===== config.mk =====
export PLATFORM = sky130hd
export DESIGN_NAME = exu_alu_lsuagu
export DESIGN_NICKNAME = d
export VERILOG_FILES = /design/src/rtl/exu_alu_lsuagu_pkg.sv /design/src/rtl/exu_lsu_dalgn.sv /design/src/rtl/exu_alu_lsuagu.sv
export SDC_FILE = /design/constraint.sdc
export NUM_CORES = 1
export LEC_CHECK = 0
export BUFFER_PORTS_ARGS = -buffer_cell sky130_fd_sc_hd__buf_2
export CORE_AREA = 2 2 151 153
export DETAILED_ROUTE_END_ITERATION = 8
export DIE_AREA = 0 0 153 155
export PLACE_DENSITY = 0.64
export SYNTH_ARGS = -nofsm -noshare
export SYNTH_HDL_FRONTEND = slang
export SYNTH_SLANG_ARGS = --single-unit

===== constraint.sdc =====
create_clock -name clk -period 2.85 [get_ports clk]
set_clock_uncertainty 0.1 [all_clocks]
set_input_delay 0.4275 -clock clk [delete_from_list [all_inputs] [get_ports clk]]
set_output_delay 0.4275 -clock clk [all_outputs]
set_load 0.1 [all_outputs]

===== src/rtl/exu_alu_lsuagu_pkg.sv =====
// Shared definitions for the load/store address-generation sequencer.
// Contents: datapath width, byte-lane count, access-size codes, FSM state
// type, and the alignment rule shared by the FSM and the address register.
package exu_alu_lsuagu_pkg;

  localparam int XLEN  = 32;
  localparam int LANES = XLEN / 8;

  localparam logic [1:0] LSU_SIZE_B = 2'd0;
  localparam logic [1:0] LSU_SIZE_H = 2'd1;
  localparam logic [1:0] LSU_SIZE_W = 2'd2;

  typedef enum logic [2:0] {
    LSUAGU_IDLE,
    LSUAGU_AGEN,
    LSUAGU_CMD,
    LSUAGU_RSP,
    LSUAGU_WBCK
  } lsuagu_state_e;

  // Size code 3 is reserved and behaves like a word access.
  function automatic logic is_misaligned(input logic [1:0] size, input logic [1:0] off);
    logic mis;
    case (size)
      LSU_SIZE_B: mis = 1'b0;
      LSU_SIZE_H: mis = off[0];
      LSU_SIZE_W: mis = (off != 2'd0);
      default:    mis = (off != 2'd0);
    endcase
    return mis;
  endfunction

endpackage


===== src/rtl/exu_lsu_dalgn.sv =====
// Load-data aligner (purely combinational).
// Ports:
//   rdata  in   XLEN  word-aligned bus read data
//   off    in   2     byte offset of the access inside the word
//   size   in   2     access size code (B/H/W, 3 behaves as W)
//   usign  in   1     zero-extend instead of sign-extend for B/H
//   data   out  XLEN  load result shifted down to bit 0 and extended
module exu_lsu_dalgn
  import exu_alu_lsuagu_pkg::*;
(
  input  logic [XLEN-1:0] rdata,
  input  logic [1:0]      off,
  input  logic [1:0]      size,
  input  logic            usign,
  output logic [XLEN-1:0] data
);

  logic [XLEN-1:0] shifted;

  always_comb begin
    shifted = rdata >> {off, 3'b000};
    case (size)
      LSU_SIZE_B: data = {{(XLEN-8){~usign & shifted[7]}}, shifted[7:0]};
      LSU_SIZE_H: data = {{(XLEN-16){~usign & shifted[15]}}, shifted[15:0]};
      default:    data = shifted;
    endcase
  end

endmodule


===== src/rtl/exu_alu_lsuagu.sv =====
// Load/store address generation and memory-access sequencer.
// Takes one load/store from dispatch, borrows the shared ALU adder to form
// rs1+imm, checks alignment, issues one bus command, waits for its response,
// then presents a writeback/exception packet to commit. One op in flight.
// Ports:
//   clk, rst_n                     clock, asynchronous active-low reset
//   agu_i_*                        dispatch handshake and operands
//   agu_req_alu*, agu_req_alu_res  request to the shared adder, sum back
//   lsu_cmd_*                      bus command channel
//   lsu_rsp_*                      bus response channel
//   agu_o_*                        commit packet (data, rd, exceptions)
module exu_alu_lsuagu
  import exu_alu_lsuagu_pkg::*;
(
  input  logic            clk,
  input  logic            rst_n,
  input  logic            agu_i_valid,
  output logic            agu_i_ready,
  input  logic [XLEN-1:0] agu_i_rs1,
  input  logic [XLEN-1:0] agu_i_rs2,
  input  logic [XLEN-1:0] agu_i_imm,
  input  logic            agu_i_load,
  input  logic [1:0]      agu_i_size,
  input  logic            agu_i_usign,
  input  logic [4:0]      agu_i_rdidx,
  output logic            agu_req_alu,
  output logic [XLEN-1:0] agu_req_alu_op1,
  output logic [XLEN-1:0] agu_req_alu_op2,
  output logic            agu_req_alu_add,
  input  logic [XLEN-1:0] agu_req_alu_res,
  output logic            lsu_cmd_valid,
  input  logic            lsu_cmd_ready,
  output logic            lsu_cmd_read,
  output logic [XLEN-1:0] lsu_cmd_addr,
  output logic [XLEN-1:0] lsu_cmd_wdata,
  output logic [LANES-1:0] lsu_cmd_wmask,
  input  logic            lsu_rsp_valid,
  output logic            lsu_rsp_ready,
  input  logic [XLEN-1:0] lsu_rsp_rdata,
  input  logic            lsu_rsp_err,
  output logic            agu_o_valid,
  input  logic            agu_o_ready,
  output logic [XLEN-1:0] agu_o_wdat,
  output logic [4:0]      agu_o_rdidx,
  output logic            agu_o_rdwen,
  output logic            agu_o_misalgn,
  output logic            agu_o_buserr,
  output logic [XLEN-1:0] agu_o_badaddr
);

  lsuagu_state_e   state_reg, state_next;
  logic [XLEN-1:0] rs1_reg, rs2_reg, imm_reg, addr_reg, rdata_reg;
  logic            load_reg, usign_reg, misalgn_reg, buserr_reg;
  logic [1:0]      size_reg;
  logic [4:0]      rdidx_reg;
  logic            agen_misalgn;
  logic [LANES-1:0] mask_raw;
  logic [XLEN-1:0] ld_data;
  logic            load_ok;

  assign agen_misalgn = is_misaligned(size_reg, agu_req_alu_res[1:0]);

  // FSM next state and handshake outputs.
  always_comb begin
    state_next    = state_reg;
    agu_i_ready   = 1'b0;
    agu_req_alu   = 1'b0;
    lsu_cmd_valid = 1'b0;
    lsu_rsp_ready = 1'b0;
    agu_o_valid   = 1'b0;
    case (state_reg)
      LSUAGU_IDLE: begin
        agu_i_ready   = 1'b1;
        lsu_rsp_ready = 1'b1;  // swallow responses orphaned by a reset
        if (agu_i_valid) state_next = LSUAGU_AGEN;
      end
      LSUAGU_AGEN: begin
        agu_req_alu = 1'b1;
        state_next  = agen_misalgn ? LSUAGU_WBCK : LSUAGU_CMD;
      end
      LSUAGU_CMD: begin
        lsu_cmd_valid = 1'b1;
        if (lsu_cmd_ready) state_next = LSUAGU_RSP;
      end
      LSUAGU_RSP: begin
        lsu_rsp_ready = 1'b1;
        if (lsu_rsp_valid) state_next = LSUAGU_WBCK;
      end
      LSUAGU_WBCK: begin
        agu_o_valid = 1'b1;
        if (agu_o_ready) state_next = LSUAGU_IDLE;
      end
      default: state_next = LSUAGU_IDLE;
    endcase
  end

  always_ff @(posedge clk or negedge rst_n) begin
    if (!rst_n) begin
      state_reg   <= LSUAGU_IDLE;
      rs1_reg     <= '0;
      rs2_reg     <= '0;
      imm_reg     <= '0;
      addr_reg    <= '0;
      rdata_reg   <= '0;
      load_reg    <= 1'b0;
      usign_reg   <= 1'b0;
      size_reg    <= 2'd0;
      rdidx_reg   <= 5'd0;
      misalgn_reg <= 1'b0;
      buserr_reg  <= 1'b0;
    end else begin
      state_reg <= state_next;
      case (state_reg)
        LSUAGU_IDLE: if (agu_i_valid) begin
          rs1_reg     <= agu_i_rs1;
          rs2_reg     <= agu_i_rs2;
          imm_reg     <= agu_i_imm;
          load_reg    <= agu_i_load;
          size_reg    <= agu_i_size;
          usign_reg   <= agu_i_usign;
          rdidx_reg   <= agu_i_rdidx;
          misalgn_reg <= 1'b0;
          buserr_reg  <= 1'b0;
        end
        LSUAGU_AGEN: begin
          addr_reg    <= agu_req_alu_res;
          misalgn_reg <= agen_misalgn;
        end
        LSUAGU_RSP: if (lsu_rsp_valid) begin
          rdata_reg  <= lsu_rsp_rdata;
          buserr_reg <= lsu_rsp_err;
        end
        default: ;
      endcase
    end
  end

  assign agu_req_alu_op1 = rs1_reg;
  assign agu_req_alu_op2 = imm_reg;
  assign agu_req_alu_add = agu_req_alu;

  // Store data is replicated into every lane so the strobes alone select bytes.
  for (genvar gi = 0; gi < LANES; gi++) begin : g_lane
    assign lsu_cmd_wdata[8*gi +: 8] =
        (size_reg == LSU_SIZE_B) ? rs2_reg[7:0] :
        (size_reg == LSU_SIZE_H) ? rs2_reg[8*(gi%2) +: 8] :
                                   rs2_reg[8*gi +: 8];
  end

  always_comb begin
    case (size_reg)
      LSU_SIZE_B: mask_raw = 4'b0001 << addr_reg[1:0];
      LSU_SIZE_H: mask_raw = 4'b0011 << addr_reg[1:0];
      default:    mask_raw = 4'b1111;
    endcase
  end

  assign lsu_cmd_read  = load_reg;
  assign lsu_cmd_addr  = addr_reg;
  assign lsu_cmd_wmask = (lsu_cmd_valid && !load_reg) ? mask_raw : '0;

  exu_lsu_dalgn u_dalgn (
    .rdata (rdata_reg),
    .off   (addr_reg[1:0]),
    .size  (size_reg),
    .usign (usign_reg),
    .data  (ld_data)
  );

  assign load_ok       = load_reg & ~misalgn_reg & ~buserr_reg;
  assign agu_o_wdat    = load_ok ? ld_data : '0;
  assign agu_o_rdidx   = rdidx_reg;
  assign agu_o_rdwen   = load_ok & (rdidx_reg != 5'd0);
  assign agu_o_misalgn = misalgn_reg;
  assign agu_o_buserr  = buserr_reg;
  assign agu_o_badaddr = (misalgn_reg | buserr_reg) ? addr_reg : '0;

endmodule


==> results of run 1 <==
-- cells by family (layout without fill, tap and decap cells) --
| kind of cell | Yosys count | in the layout | synth area share (%) |
|---|---|---|---|
| multiplexers | 208 | 208 | 29.0 |
| flip-flops | 174 | 174 | 54.1 |
| AND/OR/NAND/NOR | 89 | 89 | 6.26 |
| AO/OA/AOI/OAI | 69 | 69 | 6.34 |
| buffers and inverters | 65 | 470 | 4.26 |
| XOR/XNOR | 1 | 1 | 0.109 |
| other | 0 | 5 | 0 |
-- what timing repair did --
action / in CTS / in global routing
gates resized for setup: 16 / 4
pin swaps: 7 / 3
hold buffers: 1 / 0
hold endpoints to repair: 51 / 0
setup buffers: 7 / 4
endpoints found under the setup margin: 31 / 19
-- how the worst max path moves through the flow --
stage | startpoint | endpoint | cells past startpoint
after floorplan | size_reg[1] | lsu_cmd_wdata[24] | 3
after global placement | agu_o_misalgn | agu_o_wdat[15] | 4
after detailed placement | agu_o_misalgn | agu_o_wdat[5] | 4
after CTS | agu_o_buserr | agu_o_wdat[30] | 4
after global routing | agu_o_misalgn | agu_o_wdat[30] | 4
final | agu_o_misalgn | agu_o_wdat[30] | 4
-- cell usage after synthesis, types with 3 or more instances --
library cell	instances	area share, %
a221oi_1	8	0.87
o21ai_0	13	0.81
nand2_1	11	0.51
mux2i_1	16	2.0
clkbuf_1	11	0.51
inv_1	12	0.56
o22ai_2	9	1.4
nor2b_1	42	3.3
mux2_1	43	6.0
a21oi_1	7	0.43
buf_4	15	1.4
mux2_2	148	21
nand2b_1	4	0.31
a211oi_1	14	1.3
nand3_1	3	0.19
nor2_1	10	0.47
buf_2	22	1.4
o22ai_1	9	0.70
nor3_1	9	0.56
buf_1	3	0.14
dfrtp_1	174	54
-- final cells by class --
type / count / area (um2)
diodes: 5 / 12.5
fillers: 1907 / 10000
clock inverters: 14 / 168
inverters: 12 / 45.0
flip-flops and latches: 174 / 4370
repair buffers: 426 / 2860
multi-input cells: 367 / 3930
well taps: 285 / 357
clock buffers: 18 / 439
-- cell usage in the layout, fill, tap and decap left out, types with 9 or more instances in the layout --
cell type	count
buf_12	40
buf_2	342
buf_4	38
clkbuf_16	17
dfrtp_1	169
inv_1	12
mux2_1	43
mux2_2	148
mux2i_1	16
nand2_1	11
nor2b_1	10
nor2b_2	32
nor3_4	9
o22ai_4	17
-- layer usage --
metal	share of wire (%)	wire length, um	vias up	track usage [%]
met2	50	12100	269	34.6
met5	0.083	20	-	0
met1	40	9670	3137	24.8
met3	8.0	1920	24	6.94
li1	-	-	2946	-
met4	1.2	299	4	5.56
-- stage by stage --
step           std cells  setup TNS [ns]  hold slack, ns  instance area, um2
3_3_place_gp        1252               0           0.328               11400
6_report            1301               0           0.113               12200
5_1_grt             1298          -0.276          0.0930               12200
4_1_cts             1292          -0.440          0.0849               12100
2_1_floorplan        606           -1.65          0.0319                8630
3_5_place_dp        1252               0           0.334               11400
==> results.toml, run 1 <==
[hold_path]
min_to = "rs2_reg[16]"
hold-path-cell-count = 2
min_path_type = "input port to flip-flop"
worstHoldStart = "agu_i_rs2[16]"

[floorplanning]
fp.dieH_um = 155
start_util_pct = 36.2
core_area_um2 = 22200
fp.dieArea_um2 = 23700
row_count = 55
die_w_um = 153
pin_count = 387

[timing]
timing_hold_violations_final = 0
clock.fmax_mhz = 355
fin_crit_ns = 2.82
tightestPinTransition_ns = 0.564
drv_slew = 0
rsz0062_at_grt = "true"
fin_crit_sh_pct = 98.9
relSlewSlack_pct = 61.3
setup_viol = 0
fin_ws_ns = 0.0319

[global_routing]
gr-usage-all-layers_pct = 20.3
antenna_found_initial = 7
grt_max_degree = 55
grt_pass1_wl_um = 38000
grt_pass1_vias = 6787
grt_overflow = 0

[setup_path]
path_cells = "or3b_4 -> or4_4 -> o22ai_4 -> buf_12"
crit_buf_inv = 1
worstReg2RegEnd = "agu_req_alu_op1[26]"
cp-start-kind = "flip-flop"
required_ns = 2.32
reg2reg_depth = 4
cp_data_arrival_time_ns = 2.29
reg2reg_setup_slack_ns = 0.67
crit_family = "simple AND/OR/NAND/NOR gates"
slowest_stage = "or4_4"
crit_fanout = 8
r2r_start = "state_reg[1]"
critPathKind = "flip-flop to primary output"
worstSetupEndpointType = "primary output"
max_stage_delay_ns = 0.58

[routing]
drcViolationCount = 0
drt_iter0_markers = 254
vias_per_cell = 4.90
drtPass1Iterations = 5
avgRoutedWirePerCell_um = 18.4
drt-total-wl_um = 24000
ant_nets = 0
vias = 6380

[yosys]
synth.net_count = 782
async_flop_share_pct = 100
synth_cell_types = 41
postSynthAreaPerCell_um2 = 13.3
yosysWarnings = 0
synth_ff_type = "dfrtp_1"
synth-seq-cells = 174
synthCells = 606
synth_edf_count = 0
syn-cell-area_um2 = 8050
ys_seq_area_share_pct = 54.1

[layout]
fin_util_pct = 54.8
drive_above_1_share_pct = 68.9
layout.nets = 1174
area_delta_synth_final_pct = 51.2

[placed_design]
numPortBuffers = 386
post-place-ws_ns = 0.216
gp_congestion = 0.842
hpwl_um = 18200

[cts]
cts_tree = "done"
cts.sinks = 174
clock_latency_ns = 0.41
numCtsBuffers = 17
clkTransAtPathRegs_ns = 0.08
cts_buffer_depth = 2
cts_root_buf = "clkbuf_16"
htreeDepth = 4

[run_status]
outcome = "completed"

[job]
cap_viol_max_count = 0
Power of run 1 is left out: the tool's default activity adds up to more than one toggle a clock period on the data nets, which glitch-free logic cannot reach.
==> run 2: changes to the inputs <==
ABC_AREA = 1   (was unset)
CORE_AREA = 2 2 152 154   (was 2 2 151 153)
DIE_AREA = 0 0 154 156   (was 0 0 153 155)
==> results.toml, run 2 <==
[setup_path]
required_ns = 2.32
cp-start-kind = "flip-flop"
crit_fanout = 16
worstSetupEndpointType = "primary output"
critPathKind = "flip-flop to primary output"
cp_data_arrival_time_ns = 2.19

[timing]
fin_crit_ns = 2.72
clock.fmax_mhz = 368
timing_hold_violations_final = 0
setup_viol = 0
tightestPinTransition_ns = 0.774
fin_crit_sh_pct = 95.3
whs_ns = 0.0937
drv_slew = 0
relSlewSlack_pct = 48.2
rsz0062_at_grt = "true"

[routing]
drt_iter0_markers = 568
vias = 8260
vias_per_cell = 4.74
drtPass1Iterations = 5
drt-total-wl_um = 27300
wl_met1_um = 11400
avgRoutedWirePerCell_um = 15.6
dr_wl_met2_um = 13500
top_layer_used = "met5"
wl_met3_um = 1880
drcViolationCount = 0
ant_nets = 0

[global_routing]
gr-usage-all-layers_pct = 22.7
antenna_found_initial = 2
grt_pass1_wl_um = 43200
grt_max_degree = 110
grt_pass1_vias = 8157
grt_overflow = 0

[cts]
cts.sinks = 174
clkTransAtPathRegs_ns = 0.07
htreeDepth = 4
numCtsBuffers = 17
cts_tree = "done"
cts_root_buf = "clkbuf_16"
cts_buffer_depth = 2
clock_latency_ns = 0.42

[floorplanning]
row_count = 55
pin_count = 387
fp.dieH_um = 156
die_w_um = 154
core_area_um2 = 22400
start_util_pct = 36.7
fp.dieArea_um2 = 24000

[job]
cap_viol_max_count = 0

[yosys]
ys_seq_area_share_pct = 53.0
synth_ff_type = "dfrtp_1"
synthCells = 1087
synth-seq-cells = 174
postSynthAreaPerCell_um2 = 7.56
syn-cell-area_um2 = 8220
synthTopCellsByArea = "dfrtp_1 (53%), nand2_1 (25%), o21ai_0 (4.0%)"
yosysTopAreaCellShare_pct = 53.0
async_flop_share_pct = 100
synth.net_count = 1263
synth.most_common_cell = "nand2_1"
synth_cell_types = 22
synth_top_area_cell = "dfrtp_1"
synthTopCellsByCount = "nand2_1 (541), dfrtp_1 (174), nor2_1 (66)"
yosysWarnings = 0
synth_edf_count = 0

[placed_design]
hpwl_um = 20000
gp_congestion = 0.851
numPortBuffers = 386

[layout]
drive_above_1_share_pct = 34.5
layout_commonest_cell = "nand2_1"
most-common-layout-cells = "nand2_1 (541), buf_2 (333), dfrtp_1 (171)"
area_delta_synth_final_pct = 43.4
layout.nets = 1621

[run_status]
outcome = "completed"

[hold_path]
min_path_type = "input port to flip-flop"
## run 2: metrics by stage
stage / utilization [%] / setup TNS, ns / cell area [um2] / std cells / worst slack, ns
2_1_floorplan: - / -6.92 / 8410 / 1087 / -0.255
3_3_place_gp: 49.6 / 0 / 11100 / 1708 / 0.244
3_5_place_dp: 49.6 / 0 / 11100 / 1708 / 0.206
4_1_cts: 52.5 / 0 / 11700 / 1742 / 0.0144
5_1_grt: 52.7 / -0.0169 / 11800 / 1743 / -0.0169
6_report: 52.7 / 0 / 11800 / 1743 / 0.134
## run 2: cell type report
class	instances	area, um2
clock buffer	18	429
antenna	1	2.50
multi-input combinational	782	3440
sequential	174	4360
timing repair buffer	412	2800
clock inverter	13	179
fill	2198	10600
tap	285	357
inverter	58	220
## run 2: cell families after synthesis
group / Yosys count / synth area share [%]
buffers and inverters: 131 / 7.51
and+or+nand+nor: 686 / 33.2
AOI/OAI and AO/OA: 96 / 6.27
DFF: 174 / 53.0
## run 2: worst paths after layout
check	depth (start not counted)	start	slack, ns	end
min reg2reg	2	agu_req_alu_op1[29]	0.37	agu_req_alu_op1[29]
max in group asynchronous	3	rst_n	1.41	lsu_cmd_addr[16]
max reg2reg	7	state_reg[2]	0.63	rdata_reg[23]
min in group asynchronous	2	rst_n	0.45	rdata_reg[30]
max	7	lsu_cmd_addr[0]	0.13	agu_o_wdat[29]
min	3	agu_i_imm[18]	0.09	agu_req_alu_op2[18]
## run 2: repair_timing
action,4_1_cts,5_1_grt
hold buffers,1,0
pin swaps,1,0
setup endpoints to repair,16,16
buffers inserted,2,0
endpoints found under the hold margin,56,0
cloned,0,0
resized for setup,2,16
## run 2: layer usage
| layer | vias up | global-route usage [%] |
|---|---|---|
| li1 | 4059 | - |
| met1 | 3826 | 28.2 |
| met2 | 344 | 39.6 |
| met3 | 29 | 5.39 |
| met4 | 2 | 6.68 |
| met5 | - | 0 |
## run 2: worst max-delay path, stage by stage (launching register included)
cell	delay (ns)
dfrtp_2	0.45
inv_2	0.21
nand3_1	0.15
a21oi_1	0.26
nor2_4	0.07
buf_12	0.17
nor2_4	0.11
clkbuf_4	0.33
Power of run 2 is left out for the same reason.
